File: src/rtl/hazard_pkg.sv
// Shared constants for the 5-stage pipeline hazard sequencer: FSM state
// encodings, default register-index width and the hard-wired zero register.
package hazard_pkg;

  localparam logic [1:0] ST_RUN     = 2'd0;
  localparam logic [1:0] ST_MEMWAIT = 2'd1;
  localparam logic [1:0] ST_REDIR   = 2'd2;

  localparam int DEF_REG_W = 5;

  // $zero is never written, so a load targeting it cannot create a hazard.
  localparam logic [DEF_REG_W-1:0] ZERO_REG = '0;

endpackage

File: src/rtl/hazard_lu_detect.sv
// Load-use comparator: flags an ID instruction that reads the register a
// load in EX is about to write.
module hazard_lu_detect
  import hazard_pkg::*;
#(
  parameter int REG_W = DEF_REG_W
) (
  input  logic [REG_W-1:0] id_rs_i,
  input  logic [REG_W-1:0] id_rt_i,
  input  logic             id_uses_rt_i,
  input  logic             ex_mem_read_i,
  input  logic [REG_W-1:0] ex_rt_i,
  output logic             lu_o
);

  assign lu_o = ex_mem_read_i
             && (ex_rt_i != REG_W'(ZERO_REG))
             && ((ex_rt_i == id_rs_i) || (id_uses_rt_i && (ex_rt_i == id_rt_i)));

endmodule

File: src/rtl/hazard_ctrl.sv
// Pipeline sequencer for the 5-stage MIPS datapath: load-use stalls, MEM-stage
// redirects and multi-cycle data-memory freezes with timeout.
// Define HAZARD_PERF_CNT_EN to add the stall/flush performance counters.
module hazard_ctrl
  import hazard_pkg::*;
#(
  parameter int REG_W  = DEF_REG_W,
  parameter int TO_W   = 8,
  parameter int MEM_TO = 200
`ifdef HAZARD_PERF_CNT_EN
  ,
  parameter int CNT_W  = 16
`endif
) (
  input  logic             CLK,
  input  logic             RST_N,
  input  logic [REG_W-1:0] id_rs,
  input  logic [REG_W-1:0] id_rt,
  input  logic             id_uses_rt,
  input  logic             ex_mem_read,
  input  logic [REG_W-1:0] ex_rt,
  input  logic             mem_redirect,
  input  logic             mem_access,
  input  logic             dmem_ack,
  output logic             pc_we,
  output logic             ifid_we,
  output logic             idex_we,
  output logic             exmem_we,
  output logic             idex_bubble,
  output logic             memwb_bubble,
  output logic             flush_ifid,
  output logic             flush_idex,
  output logic             flush_exmem,
  output logic             mem_err,
  output logic [1:0]       state_o
`ifdef HAZARD_PERF_CNT_EN
  ,
  output logic [CNT_W-1:0] stall_cnt,
  output logic [CNT_W-1:0] flush_cnt
`endif
);

  logic [1:0]      state_q, state_d;
  logic [TO_W-1:0] wait_cnt_q, wait_cnt_d;
  logic            pend_redir_q, pend_redir_d;
  logic            mem_err_q, mem_err_d;

  // While reset is held the outputs decode as RUN with every input at zero.
  logic [1:0] st_eff;
  logic       ex_load_e, redirect_e, access_e, ack_e;
  logic       lu, mwait, timeout;

  assign st_eff     = RST_N ? state_q : ST_RUN;
  assign ex_load_e  = ex_mem_read  & RST_N;
  assign redirect_e = mem_redirect & RST_N;
  assign access_e   = mem_access   & RST_N;
  assign ack_e      = dmem_ack     & RST_N;
  assign mwait      = access_e & ~ack_e;
  assign timeout    = (wait_cnt_q == TO_W'(MEM_TO));

  hazard_lu_detect #(.REG_W(REG_W)) u_lu_detect (
    .id_rs_i       (id_rs),
    .id_rt_i       (id_rt),
    .id_uses_rt_i  (id_uses_rt),
    .ex_mem_read_i (ex_load_e),
    .ex_rt_i       (ex_rt),
    .lu_o          (lu)
  );

  always_comb begin
    // NOTE: every output and next-state value gets a default first so no path leaves one unassigned (no latches).
    pc_we        = 1'b1;
    ifid_we      = 1'b1;
    idex_we      = 1'b1;
    exmem_we     = 1'b1;
    idex_bubble  = 1'b0;
    memwb_bubble = 1'b0;
    flush_ifid   = 1'b0;
    flush_idex   = 1'b0;
    flush_exmem  = 1'b0;
    state_d      = state_q;
    wait_cnt_d   = wait_cnt_q;
    pend_redir_d = pend_redir_q;
    mem_err_d    = mem_err_q;

    case (st_eff)
      ST_RUN: begin
        if (mwait) begin
          pc_we        = 1'b0;
          ifid_we      = 1'b0;
          idex_we      = 1'b0;
          exmem_we     = 1'b0;
          memwb_bubble = 1'b1;
          pend_redir_d = redirect_e;
          wait_cnt_d   = TO_W'(1);
          state_d      = ST_MEMWAIT;
        end else if (redirect_e) begin
          // Redirect beats a load-use stall: the stalled instruction is flushed anyway.
          flush_ifid  = 1'b1;
          flush_idex  = 1'b1;
          flush_exmem = 1'b1;
        end else if (lu) begin
          pc_we       = 1'b0;
          ifid_we     = 1'b0;
          idex_bubble = 1'b1;
        end
      end

      ST_MEMWAIT: begin
        if (ack_e || timeout) begin
          if (!ack_e) mem_err_d = 1'b1;
          wait_cnt_d = '0;
          state_d    = pend_redir_q ? ST_REDIR : ST_RUN;
        end else begin
          pc_we        = 1'b0;
          ifid_we      = 1'b0;
          idex_we      = 1'b0;
          exmem_we     = 1'b0;
          memwb_bubble = 1'b1;
          if (wait_cnt_q != '1) wait_cnt_d = wait_cnt_q + TO_W'(1);
        end
      end

      ST_REDIR: begin
        flush_ifid   = 1'b1;
        flush_idex   = 1'b1;
        flush_exmem  = 1'b1;
        pend_redir_d = 1'b0;
        state_d      = ST_RUN;
      end

      default: state_d = ST_RUN;
    endcase
  end

  // NOTE: state registers use non-blocking assignments so every flop samples pre-edge values.
  always_ff @(posedge CLK) begin
    if (!RST_N) begin
      state_q      <= ST_RUN;
      wait_cnt_q   <= '0;
      pend_redir_q <= 1'b0;
      mem_err_q    <= 1'b0;
    end else begin
      state_q      <= state_d;
      wait_cnt_q   <= wait_cnt_d;
      pend_redir_q <= pend_redir_d;
      mem_err_q    <= mem_err_d;
    end
  end

  assign state_o = state_q;
  assign mem_err = mem_err_q;

`ifdef HAZARD_PERF_CNT_EN
  logic [CNT_W-1:0] stall_cnt_q, flush_cnt_q;

  always_ff @(posedge CLK) begin
    if (!RST_N) begin
      stall_cnt_q <= '0;
      flush_cnt_q <= '0;
    end else begin
      if (!pc_we && (stall_cnt_q != '1)) stall_cnt_q <= stall_cnt_q + CNT_W'(1);
      if (flush_ifid && (flush_cnt_q != '1)) flush_cnt_q <= flush_cnt_q + CNT_W'(1);
    end
  end

  assign stall_cnt = stall_cnt_q;
  assign flush_cnt = flush_cnt_q;
`endif

endmodule

File: config.mk
export PLATFORM = sky130hd
export DESIGN_NAME = hazard_ctrl
export DESIGN_NICKNAME = d
export VERILOG_FILES = /design/src/rtl/hazard_pkg.sv /design/src/rtl/hazard_lu_detect.sv /design/src/rtl/hazard_ctrl.sv
export SDC_FILE = /design/constraint.sdc
export NUM_CORES = 1
export LEC_CHECK = 0
export ABC_AREA = 1
export BUFFER_PORTS_ARGS = -buffer_cell sky130_fd_sc_hd__buf_2
export CORE_MARGIN = 5
export CORE_UTILIZATION = 44
export CTS_CLUSTER_SIZE = 20
export DETAILED_ROUTE_END_ITERATION = 10
export GPL_TIMING_DRIVEN = 0
export PLACE_DENSITY = 0.83
export SLEW_MARGIN = 10
export SYNTH_ARGS = -nofsm -noshare
export SYNTH_HDL_FRONTEND = slang
export SYNTH_SLANG_ARGS = --single-unit
File: constraint.sdc
create_clock -name CLK -period 1.2 [get_ports CLK]
set_input_delay 0.06 -clock CLK [delete_from_list [all_inputs] [get_ports CLK]]
set_output_delay 0.06 -clock CLK [all_outputs]
set_load 0.02 [all_outputs]
==> flow_summary.ini, run 1 <==
[global_route]
grt_start_max_net_pins = 11
global_route_wire_length_before_repair_um = 5313
groute.usage.overall_pct = 20.45
grt-ovfl-total = 0
antenna_found_initial = 0
vias_in_the_first_global_route = 1224

[setup_path]
worst_r2r_path_depth = 12
crit_path_top_delay_cell = sky130_fd_sc_hd__dfxtp_1
critical_path.endpoint_type = primary output
regToRegEndpoint = wait_cnt_q[1]
r2r-start = wait_cnt_q[4]
timing.critical_path.cells = inv_1 -> nand2_1 -> nor2_2 -> nand2_2 -> nand2_4 -> nor2_4 -> nor2_4 -> buf_6 -> buf_6
max_stage_delay_ns = 0.39
timing.reg2reg.setup_slack_ns = -0.43
cp.required_ns = 1.14
timing_worst_setup_path_type = flop to primary output
worstSetupStartpointType = flop
cp_data_arrival_time_ns = 1.59
critPathMaxFanout = 4

[pwr]
power_frac_seq_pct = 33.7
power.density_cell_area_nw_per_um2 = 790.7
pwr-share-clk_pct = 27.4
p_comb_share_pct = 38.9
total_power_mw = 1.263
vdd_ir_drop_max_uv = 892.3
cellLeakagePower_nw = 0.7428
power.net_switching_mw = 0.4446
cell_internal_pwr_mw = 0.8188
p_sw_share_pct = 35.19

[placed_design]
cell_total_after_placement = 215
postPlaceCellArea_sq_um = 1239
routabilityCongestion = 0.8538
post-dp-hpwl_um = 2039
port_buffers = 33

[sta]
max-slew-margin-rel_pct = 80.50
period_minus_slack_ns = 1.654
worst_hold_slack_ns = 0.1153
finalWorstSetupSlack_ns = -0.4543
timing.clock.skew_ns = 0.01210
timing.final.setup_violations = 20
period_share_pct = 137.9
fmax_mhz = 604.5
count_of_pins_over_their_slew_limit = 0
tightest_slew_ns = 0.2922
grt_setup_unrepaired = true
hold_violations = 0

[clock_network]
clk-insertion-delay-late_ns = 0.29
cts-buffers-inserted = 3
cell_at_the_root_of_the_clock_tree = sky130_fd_sc_hd__clkbuf_4
clk_path_buf_depth = 2
clk_pin_slew_worst_paths_ns = 0.09
h-tree-depth = 1
tritoncts = built
tritoncts_num_sinks = 12
postCtsHoldBufs = 0

[run_status]
failing_checks = setup timing
status = complete, but fails checks

[routing]
drc_viols = 0
avgRoutedWirePerCell_um = 15.97
vias = 1320
drt_pass1_iterations = 4
detail-route-antenna-nets = 0
detailedRoute.firstIterationViolations = 78
drt-vias-per-instance = 5.523
wirelength_um = 3817

[synthesis]
synthCells = 154
mappedNetlistNets = 178
postSynthRegisterBits = 12
synth.avg_cell_area_sq_um = 6.329
yosysWarnings = 0
yosysSeqAreaShare_pct = 24.65
yosysUniqueCellTypes = 27
synth.cell_area_sq_um = 974.7

[worst_hold_path]
min-delay-start = dmem_ack
worstHoldPathType = input port to flop
worstHoldEndpoint = mem_err
worst_hold_path.num_cells = 4

[cells_and_area]
diodes = 0
mostFrequentLayoutCells = sky130_fd_sc_hd__nand2_1 (28), sky130_fd_sc_hd__buf_2 (24), sky130_fd_sc_hd__buf_4 (19)
final_common_cell = sky130_fd_sc_hd__nand2_1
post_route_cells_drive_above_1_share_pct = 51.66
layout.cells.non_filler = 239
final_design_area_no_fill_sq_um = 1598
flow.area_growth_from_synthesis_pct = 63.93
post-route-util_pct = 73.64
final_net_count = 236

[floorplanning]
die_w_um = 57.07
floorplan.io_pins = 34
starting_density_of_the_core_pct = 44.93
fp.dieArea_sq_um = 3256
floorplan.core_area_sq_um = 2170
die_height_um = 57.07
std_cell_rows = 17

[job]
max-cap-violations = 0
==> sequential cells by signal (all words and copies together) (netlist names) <==
register,flops
wait_cnt_q,8
mem_err,1
pend_redir_q,1
state_o,2
==> critical path, delay by kind of cell (launching register included) <==
| kind | cells | cell delay, ns |
|---|---|---|
| buffers and inverters | 3 | 0.33 |
| flip-flops | 1 | 0.39 |
| AND/OR/NAND/NOR | 6 | 0.57 |
==> routing by layer <==
layer  routed length (um)  GRT usage [%]  vias up
li1                     -              -      606
met1                 1334          22.40      596
met2                 1928          36.54       97
met3                  372          3.394       21
met4                  181          12.25        0
met5                    0              0        -
==> cell families after synthesis <==
family | share of synthesized area (%)
simple gates | 42.75
buf+inv | 13.09
compound gates | 10.66
flops | 24.65
xor+xnor | 6.290
fa+ha+maj | 2.567
==> cells in the mapped netlist (all sizes together) <==
master / instances / area share (%)
a21boi: 1 / 0.77
a21oi: 7 / 4.0
buf: 5 / 4.2
dfxtp: 12 / 25
ha: 2 / 2.6
inv: 23 / 8.9
nand2: 38 / 17
nand3: 14 / 8.5
nand4: 4 / 2.6
nor2: 26 / 12
nor3: 4 / 2.1
o21ai: 7 / 3.6
o21bai: 1 / 0.77
o221ai: 1 / 0.90
o22ai: 1 / 0.64
or2: 1 / 0.64
xnor2: 3 / 2.7
xor2: 4 / 3.6
==> what timing repair did <==
item / in CTS / in global routing
setup endpoints to repair: 19 / 21
gates cloned: 0 / 1
setup buffers: 12 / 7
pin swaps: 12 / 6
resized for setup: 37 / 13
==> power groups by stage <==
stage               Sequential, mW  Combinational (mW)  Clock (mW)
floorplan                    0.443               0.222           0
CTS                          0.426               0.428       0.344
global route                 0.428               0.525       0.382
detailed placement           0.443               0.328           0
finish                       0.426               0.491       0.346
global placement             0.442               0.317           0
==> final cells by class <==
cell class                 instances  area, sq um
buffer                             5        56.30
timing repair buffer              52        364.1
inverter                          23        91.34
tap                               28        35.03
fill                             149        571.8
clock buffer                       4        36.28
sequential                        12        259.0
multi-input combinational        115        755.7
==> metrics by stage <==
step,worst slack (ns),TNS (ns)
finish,-0.4543,-6.409
CTS,-0.3806,-4.682
global route,-0.5427,-7.956
global placement,-0.2642,-2.767
detailed placement,-0.2838,-3.200
floorplan,-0.1079,-0.8544
==> worst max-delay path by stage <==
stage	depth (start not counted)	startpoint	endpoint
floorplan	12	wait_cnt_q[0]	wait_cnt_q[1]
global placement	10	wait_cnt_q[0]	idex_we
detailed placement	10	wait_cnt_q[0]	idex_we
CTS	10	wait_cnt_q[1]	idex_we
global route	9	wait_cnt_q[1]	wait_cnt_q[7]
finish	9	wait_cnt_q[4]	idex_we
No activity file was read; power rests on OpenSTA's default activity.
==> inputs of run 2 (changes only) <==
--- a/config.mk
+++ b/config.mk
@@ -7,7 +7,7 @@
 export LEC_CHECK = 0
 export ABC_AREA = 1
 export BUFFER_PORTS_ARGS = -buffer_cell sky130_fd_sc_hd__buf_2
-export CORE_MARGIN = 5
+export CORE_MARGIN = 2
 export CORE_UTILIZATION = 44
 export CTS_CLUSTER_SIZE = 20
 export DETAILED_ROUTE_END_ITERATION = 10
==> flow_summary.ini, run 2 (synthesis results as in run 1) <==
[global_route]
grt-ovfl-total = 0
vias_in_the_first_global_route = 1320
global_route_wire_length_before_repair_um = 5913
antenna_found_initial = 0
grt_start_max_net_pins = 11
groute.usage.overall_pct = 30.58

[setup_path]
timing.critical_path.buf_inv = 4
timing_worst_setup_path_type = flop to primary output
worstSetupStartpointType = flop
worst_path_dominant_cell_family = simple AND/OR/NAND/NOR gates
cp.required_ns = 1.14
cp_data_arrival_time_ns = 1.64
max_stage_delay_ns = 0.37
critical_path.endpoint_type = primary output
timing.critical_path.cells = inv_4 -> ha_4 -> inv_2 -> nor2_2 -> nand2_2 -> nand2_4 -> nor2_4 -> nor2_4 -> buf_6 -> buf_6
crit_path_top_delay_cell = sky130_fd_sc_hd__dfxtp_4
critPathMaxFanout = 4

[run_status]
failing_checks = setup timing
status = complete, but fails checks

[cells_and_area]
flow.area_growth_from_synthesis_pct = 71.12
largest_register_ffs = 8
post-route-util_pct = 77.64
diodes = 0
largest-register = wait_cnt_q
mostFrequentLayoutCells = sky130_fd_sc_hd__nand2_1 (26), sky130_fd_sc_hd__buf_2 (24), sky130_fd_sc_hd__buf_4 (18)
final_common_cell = sky130_fd_sc_hd__nand2_1
post_route_cells_drive_above_1_share_pct = 53.99
final_net_count = 238

[pwr]
p_comb_share_pct = 40.9
vdd_ir_drop_max_uv = 890.4
power.density_cell_area_nw_per_um2 = 784.7
power_frac_seq_pct = 33.0
pwr-share-clk_pct = 26.1
power.net_switching_mw = 0.4614
cellLeakagePower_nw = 0.7820
cell_internal_pwr_mw = 0.8473
p_sw_share_pct = 35.26

[worst_hold_path]
worstHoldPathType = input port to flop

[clock_network]
cts-buffers-inserted = 3
h-tree-depth = 1
tritoncts = built
clk_path_buf_depth = 2
postCtsHoldBufs = 0
clk-insertion-delay-late_ns = 0.29
cell_at_the_root_of_the_clock_tree = sky130_fd_sc_hd__clkbuf_4
tritoncts_num_sinks = 12
clk_pin_slew_worst_paths_ns = 0.08

[routing]
drt-vias-per-instance = 5.689
drt_pass1_iterations = 6
detail-route-antenna-nets = 0
wirelength_um = 4227
vias = 1371
detailedRoute.firstIterationViolations = 83
avgRoutedWirePerCell_um = 17.54
drc_viols = 0

[placed_design]
port_buffers = 33
post-dp-hpwl_um = 1966
routabilityCongestion = 0.9436
place_ws_ns = -0.3035

[sta]
finalWorstSetupSlack_ns = -0.4961
max-slew-margin-rel_pct = 79.83
grt_setup_unrepaired = true
fmax_mhz = 589.6
period_minus_slack_ns = 1.696
count_of_pins_over_their_slew_limit = 0
setup_total_negative_slack_ns = -7.102
timing.final.setup_violations = 19
tightest_slew_ns = 0.3022
period_share_pct = 141.3
timing.clock.skew_ns = 0.004990
hold_violations = 0

[floorplanning]
starting_density_of_the_core_pct = 45.37
fp.dieArea_sq_um = 2608
floorplan.io_pins = 34
std_cell_rows = 17
die_height_um = 51.07
die_w_um = 51.07
floorplan.core_area_sq_um = 2148

[job]
max-cap-violations = 0
[run 2: power by group through the flow]
stage               Combinational, mW  Clock [mW]  Sequential (mW)
floorplan                       0.222           0            0.443
global placement                0.319           0            0.442
detailed placement              0.326           0            0.443
CTS                             0.449       0.330            0.426
global route                    0.568       0.354            0.433
finish                          0.536       0.341            0.432
[run 2: per-layer routing]
metal  vias up  part of all wire, %  track usage (%)
met2       113                   50            55.41
met4         0                  5.6            21.17
met1       618                   36            32.13
met5         -                    0                0
li1        610                    -                -
met3        30                  9.1            4.386
[run 2: timing repair]
action	CTS	global route
setup buffers	15	6
hold endpoints to repair	0	0
pin swaps	9	9
endpoints found under the setup margin	19	21
gates cloned	0	1
resized for setup	34	23
[run 2: path summary, 6_finish.rpt]
path,startpoint,end,slack [ns],cells after the start
max,wait_cnt_q[0],idex_we,-0.50,10
min,dmem_ack,mem_err,0.1,4
max reg2reg,wait_cnt_q[0],wait_cnt_q[3],-0.44,12
min reg2reg,mem_err,mem_err,0.50,2
[run 2: stage by stage]
step / hold slack, ns / cell area [sq um] / power (mW) / cells
final: 0.09637 / 1668 / 1.309 / 241
after global routing: 0.1210 / 1668 / 1.354 / 241
after CTS: 0.1035 / 1525 / 1.205 / 234
after detailed placement: 0.3767 / 1239 / 0.7686 / 215
after global placement: 0.3618 / 1239 / 0.7612 / 215
after floorplan: 0.2493 / 1039 / 0.6654 / 154
[run 2: layout make-up]
cell class,instances,area (sq um)
fillers,132,480.5
plain buffers,5,56.30
repair buffers,54,399.1
clock buffers,4,36.28
multi-input cells,115,794.5
flip-flops and latches,12,255.2
inverters,23,91.34
well taps,28,35.03
[run 2: worst register-to-register path, cell delays in order (launching register included)]
cell                      delay [ns]
sky130_fd_sc_hd__dfxtp_4        0.37
sky130_fd_sc_hd__inv_4          0.06
sky130_fd_sc_hd__ha_4           0.11
sky130_fd_sc_hd__inv_2          0.03
sky130_fd_sc_hd__nor2_2         0.14
sky130_fd_sc_hd__nand2_2        0.10
sky130_fd_sc_hd__nand2_4        0.12
sky130_fd_sc_hd__buf_6          0.13
sky130_fd_sc_hd__nand2_4        0.05
sky130_fd_sc_hd__nand3_4        0.12
sky130_fd_sc_hd__buf_4          0.14
sky130_fd_sc_hd__nand3_1        0.08
sky130_fd_sc_hd__a21oi_2        0.13
